File: src/rtl/legv8_multicycle_control.sv
// Multi-cycle LEGv8 control FSM: sequences fetch/decode/execute/memory/writeback,
// handshakes with the shared memory via mem_ready and traps illegal opcodes and stalls.
module legv8_multicycle_control #(
    parameter int OPCODE_W    = 11,
    parameter int MEM_TIMEOUT = 15,
    parameter int ENABLE_CBNZ = 1,
    parameter int ENABLE_B    = 1
) (
    input  logic                clk,
    input  logic                rst_n,
    input  logic [OPCODE_W-1:0] opcode,
    input  logic                zero,
    input  logic                mem_ready,
    output logic                reg2loc,
    output logic                alu_src_a,
    output logic [1:0]          alu_src_b,
    output logic [1:0]          alu_op,
    output logic                mem_read,
    output logic                mem_write,
    output logic                i_or_d,
    output logic                ir_write,
    output logic                pc_write,
    output logic                pc_write_cond,
    output logic                branch_nz,
    output logic                pc_src,
    output logic                mem_to_reg,
    output logic                reg_write,
    output logic                illegal,
    output logic                timeout,
    output logic [3:0]          state
);

    // state | meaning
    // FETCH 0 | read IR, PC+4 | DECODE 1 | classify, branch target | EXEC_R 2 | R-type ALU
    // ADDR 3 | address calc | WB_R 4 | ALU writeback | MEM_RD 5 / MEM_WR 6 | data access
    // BR_COND 7 | CBZ/CBNZ | BR_UNCOND 8 | B | FAULT 9 | trapped | WB_LD 10 | load writeback
    typedef enum logic [3:0] {
        S_FETCH = 4'd0, S_DECODE = 4'd1, S_EXEC_R = 4'd2, S_ADDR = 4'd3,
        S_WB_R = 4'd4, S_MEM_RD = 4'd5, S_MEM_WR = 4'd6, S_BR_COND = 4'd7,
        S_BR_UNCOND = 4'd8, S_FAULT = 4'd9, S_WB_LD = 4'd10
    } state_t;

    typedef enum logic [2:0] {
        C_NONE, C_RTYPE, C_LDUR, C_STUR, C_CBZ, C_CBNZ, C_B
    } cls_t;

    localparam logic [7:0] WAIT_LIM = 8'(MEM_TIMEOUT);

    state_t     state_q, state_d, mem_next;
    cls_t       cls_q, cls_d, dec_cls;
    logic [7:0] wait_q, wait_d;
    logic       illegal_q, illegal_d, timeout_q, timeout_d;
    logic       mem_wait;
    logic [10:0] op11;

    assign op11 = opcode[OPCODE_W-1 -: 11];

    always_comb begin
        dec_cls = C_NONE;
        casez (op11)
            11'b1??0101?000: dec_cls = C_RTYPE;
            11'b11111000010: dec_cls = C_LDUR;
            11'b11111000000: dec_cls = C_STUR;
            11'b10110100???: dec_cls = C_CBZ;
            11'b10110101???: dec_cls = (ENABLE_CBNZ != 0) ? C_CBNZ : C_NONE;
            11'b000101?????: dec_cls = (ENABLE_B != 0) ? C_B : C_NONE;
            default:         dec_cls = C_NONE;
        endcase
    end

    always_comb begin
        state_d       = state_q;
        cls_d         = cls_q;
        wait_d        = wait_q;
        illegal_d     = illegal_q;
        timeout_d     = timeout_q;
        mem_wait      = 1'b0;
        mem_next      = S_FETCH;
        reg2loc       = 1'b0;
        alu_src_a     = 1'b0;
        alu_src_b     = 2'b00;
        alu_op        = 2'b00;
        mem_read      = 1'b0;
        mem_write     = 1'b0;
        i_or_d        = 1'b0;
        ir_write      = 1'b0;
        pc_write      = 1'b0;
        pc_write_cond = 1'b0;
        branch_nz     = 1'b0;
        pc_src        = 1'b0;
        mem_to_reg    = 1'b0;
        reg_write     = 1'b0;

        case (state_q)
            S_FETCH: begin
                mem_read = 1'b1;
                mem_wait = 1'b1;
                mem_next = S_DECODE;
                if (mem_ready) begin
                    ir_write  = 1'b1;
                    pc_write  = 1'b1;
                    alu_src_b = 2'b01;
                end
            end
            S_DECODE: begin
                alu_src_b = 2'b11;
                reg2loc   = (dec_cls == C_STUR) || (dec_cls == C_CBZ) || (dec_cls == C_CBNZ);
                cls_d     = dec_cls;
                case (dec_cls)
                    C_RTYPE:        state_d = S_EXEC_R;
                    C_LDUR, C_STUR: state_d = S_ADDR;
                    C_CBZ, C_CBNZ:  state_d = S_BR_COND;
                    C_B:            state_d = S_BR_UNCOND;
                    default: begin
                        state_d   = S_FAULT;
                        illegal_d = 1'b1;
                    end
                endcase
            end
            S_EXEC_R: begin
                alu_src_a = 1'b1;
                alu_op    = 2'b10;
                state_d   = S_WB_R;
            end
            S_WB_R: begin
                reg_write = 1'b1;
                state_d   = S_FETCH;
            end
            S_ADDR: begin
                alu_src_a = 1'b1;
                alu_src_b = 2'b10;
                state_d   = (cls_q == C_LDUR) ? S_MEM_RD : S_MEM_WR;
            end
            S_MEM_RD: begin
                mem_read = 1'b1;
                i_or_d   = 1'b1;
                mem_wait = 1'b1;
                mem_next = S_WB_LD;
            end
            S_WB_LD: begin
                reg_write  = 1'b1;
                mem_to_reg = 1'b1;
                state_d    = S_FETCH;
            end
            S_MEM_WR: begin
                mem_write = 1'b1;
                i_or_d    = 1'b1;
                reg2loc   = 1'b1;
                mem_wait  = 1'b1;
                mem_next  = S_FETCH;
            end
            S_BR_COND: begin
                reg2loc       = 1'b1;
                alu_src_a     = 1'b1;
                alu_op        = 2'b01;
                pc_write_cond = 1'b1;
                pc_src        = 1'b1;
                branch_nz     = (cls_q == C_CBNZ);
                state_d       = S_FETCH;
            end
            S_BR_UNCOND: begin
                pc_write = 1'b1;
                pc_src   = 1'b1;
                state_d  = S_FETCH;
            end
            S_FAULT: state_d = S_FAULT;
            default: state_d = S_FETCH;
        endcase

        // A ready on the limit cycle wins over the timeout.
        if (mem_wait) begin
            if (mem_ready) begin
                wait_d  = 8'd0;
                state_d = mem_next;
            end else if (wait_q == WAIT_LIM) begin
                state_d   = S_FAULT;
                timeout_d = 1'b1;
            end else begin
                wait_d = wait_q + 8'd1;
            end
        end

        if ((state_d != state_q) &&
            ((state_d == S_FETCH) || (state_d == S_MEM_RD) || (state_d == S_MEM_WR)))
            wait_d = 8'd0;
    end

    always_ff @(posedge clk) begin
        if (!rst_n) begin
            state_q   <= S_FETCH;
            cls_q     <= C_NONE;
            wait_q    <= 8'd0;
            illegal_q <= 1'b0;
            timeout_q <= 1'b0;
        end else begin
            state_q   <= state_d;
            cls_q     <= cls_d;
            wait_q    <= wait_d;
            illegal_q <= illegal_d;
            timeout_q <= timeout_d;
        end
    end

    assign state   = state_q;
    assign illegal = illegal_q;
    assign timeout = timeout_q;

endmodule
File: config.mk
export PLATFORM = sky130hd
export DESIGN_NAME = legv8_multicycle_control
export DESIGN_NICKNAME = d
export VERILOG_FILES = /design/src/rtl/legv8_multicycle_control.sv
export SDC_FILE = /design/constraint.sdc
export NUM_CORES = 1
export LEC_CHECK = 0
export BUFFER_PORTS_ARGS = -buffer_cell sky130_fd_sc_hd__buf_2
export CAP_MARGIN = 5
export CORE_MARGIN = 2
export CORE_UTILIZATION = 50
export CTS_CLUSTER_DIAMETER = 80
export DETAILED_ROUTE_END_ITERATION = 8
export PLACE_DENSITY = 0.76
export SETUP_SLACK_MARGIN = 0.3
export SLEW_MARGIN = 15
export SYNTH_ARGS = -nofsm -noshare
export SYNTH_HDL_FRONTEND = slang
export SYNTH_SLANG_ARGS = --single-unit
File: constraint.sdc
create_clock -name clk -period 3.85 [get_ports clk]
set_clock_uncertainty 0.1 [all_clocks]
set_input_delay 0.77 -clock clk [delete_from_list [all_inputs] [get_ports clk]]
set_output_delay 0.77 -clock clk [all_outputs]
set_load 0.03 [all_outputs]
==> impl_metrics.tcl <==
set metrics [dict create \
    outcome "finished, final reports clean" \
    synth_top_flop_cell "dfxtp_1" \
    gr-total-overflow 0 \
    utilization 0.589 \
    tightest_slew_ps 737 \
    synth-seq-cells 17 \
    drt-pass1-iter-count 4 \
    placed_area_um2 1580 \
    critical_path.max_fanout 8 \
    rsz0062_at_grt "false" \
    synth_area_leader_cell "dfxtp_1" \
    n_antenna_cell 0 \
    drt_wl_total_um 3470 \
    critical-path-max-stage-delay_ps 500 \
    drv_cap 0 \
    synth_adder_area_share 0.0264 \
    cp_top_family "compound AO/OA/AOI/OAI gates" \
    cts_resized 0 \
    async_reset_ff_frac 0 \
    synth_edf_count 0 \
    yosysSeqAreaShare 0.239 \
    cp-start-kind "input port" \
    cts_inserted_buffers 3 \
    die_area_um2 3290 \
    stdcell_area_um2 1610 \
    synth-simple-area-share 0.392 \
    p_leak_nw 0.753 \
    cts.sinks 17 \
    crit_chain "buf_2 -> nor4b_2 -> a41oi_1 -> ha_1 -> a21oi_1 -> o31a_1 -> nor3_2 -> o21bai_1 -> a211oi_4 -> nor3b_2" \
    drive_above_1_share 0.271 \
    clk_latency_ps 280 \
    critPathArrivalTime_ps 3330 \
    synth_nets 192 \
    cts.clk_slew.worst_paths_ps 90 \
    cts_tree "done" \
    syn_avg_cell_area_um2 8.17 \
    nets 222 \
    crit_type "input port to flop" \
    fp-row-count 19 \
    synth.area.mux_share 0.0220 \
    synth_xor_area_frac 0.0431 \
    avgViaCountPerCell 6.02 \
    post-route-period-util 0.851 \
    fp.dieH_um 57.3 \
    ios 37 \
    yosysUniqueCellTypes 61 \
    slowest_stage "nor4b_2" \
    clock_path_buffers 2 \
    setup_viol 0 \
    fin_crit_ps 3270 \
    coreArea_um2 2730 \
    nFillCells 258 \
    finalHoldViolCount 0 \
    num_vias 1409 \
    drt_iter0_drc 94 \
    endpoint_kind "flop" \
    drc_errors 0 \
    timing.hold.worst.class "flop to flop" \
    synth_compound_area_frac 0.227 \
    hold_buffers 0 \
    setup_tns_ps 0 \
    cts_htree_levels 1 \
    maxSlewViolCount 0 \
    first_global_vias 1238 \
    critical_path_buf_inv_count 1 \
    yosys-top-cells-area "dfxtp_1, nand2_1, nor2_1, nor3b_2, xnor2_1" \
    cts-root-buf "clkbuf_4" \
    syn2layout_area_growth_pct 13.2 \
    synth.top_cell.area_share 0.239 \
    synth_top_family_by_area "simple AND/OR/NAND/NOR gates" \
    cp.required_ps 3910 \
    ant_nets 0 \
    grt_usage 0.223 \
    yosysMostFrequentCell "nand2_1" \
    portBuffers 35 \
    max_freq_mhz 305 \
    die_w_um 57.3 \
    routedWlPerCell_um 14.8 \
    maxSlewHeadroom 0.508 \
    ir_drop_uv 246 \
    antenna_found_initial 0 \
    power.density_nw_per_um2 282 \
    grt_max_degree 23 \
    synth_common_cells "nand2_1, nor2_1, dfxtp_1" \
    start_util 0.520 \
    power_mw 0.454 \
    synthCells 174 \
    place_congestion 0.900 \
    place_hpwl_um 2650 \
    grt_pass1_wl_um 5820 \
    yosysWarningCount 0 \
    netlist_area_um2 1420 \
    post_cts_buffers 0 \
]
logic make-up (layout without fill, tap and decap cells):
group / after synthesis / after routing
buf+inv: 15 / 44
flops: 17 / 17
compound gates: 39 / 39
mux: 3 / 3
fa+ha+maj: 3 / 3
xor+xnor: 7 / 7
simple gates: 90 / 90
power breakdown:
part / internal (mW) / switching, mW / total [mW]
Clock: 0.0402 / 0.0519 / 0.0921
Sequential: 0.185 / 0.0169 / 0.202
Combinational: 0.0621 / 0.0976 / 0.160
Total: 0.287 / 0.166 / 0.454
layout by cell type, fill, tap and decap left out, types with 3 or more instances in the layout:
cell and n:
clkbuf_4 3, buf_2 35, a21oi_1 6, nand2_1 21
nand2b_1 5, xnor2_1 5, nor3_1 4, o21a_1 5
nand4_1 4, dfxtp_1 17, inv_1 5, ha_1 3
and3_1 3, nor3b_2 4, nor2_1 20
through the flow:
step | std cells | hold slack, ps | setup WS (ps)
floorplan | 174 | 386 | 765
global placement | 230 | 349 | 384
detailed placement | 230 | 374 | 302
CTS | 234 | 406 | 601
global route | 234 | 427 | 438
finish | 234 | 402 | 575
per-layer routing:
| layer | wire length, um | vias up | track usage |
|---|---|---|---|
| met4 | 29 | 0 | 0.0731 |
| met5 | 0 | - | 0 |
| met3 | 198 | 4 | 0.0363 |
| met2 | 1620 | 49 | 0.327 |
| met1 | 1630 | 658 | 0.333 |
| li1 | - | 698 | - |
cell type report:
cell class	count	area, um2	area share
multi-input combinational	142	1010	0.628
sequential	17	340	0.212
timing repair buffer	35	175	0.109
tap	31	38.8	0.0241
clock buffer	4	26.3	0.0163
inverter	5	18.8	0.0117
final timing paths:
check / startpoint / to / slack [ps] / cells past startpoint
worst min-delay path: illegal$_SDFFE_PN0P_ / illegal$_SDFFE_PN0P_ / 400 / 2
worst max-delay path: opcode[5] / wait_q[1]$_SDFFE_PP0P_ / 580 / 10
worst min register to register: illegal$_SDFFE_PN0P_ / illegal$_SDFFE_PN0P_ / 400 / 2
worst max register to register: state[2]$_SDFF_PN0_ / wait_q[1]$_SDFFE_PP0P_ / 1050 / 7
state kept, by name, summed over array words and instances (netlist names):
name and count:
wait_q 8, state 4, cls_q 3, timeout 1, illegal 1
worst min-delay path, delay by kind of cell, from the launching register on:
| kind | cells | cell delay, ps |
|---|---|---|
| flops | 1 | 330 |
| simple gates | 1 | 90 |
| compound gates | 1 | 50 |
(Power assumes the default switching activity.)
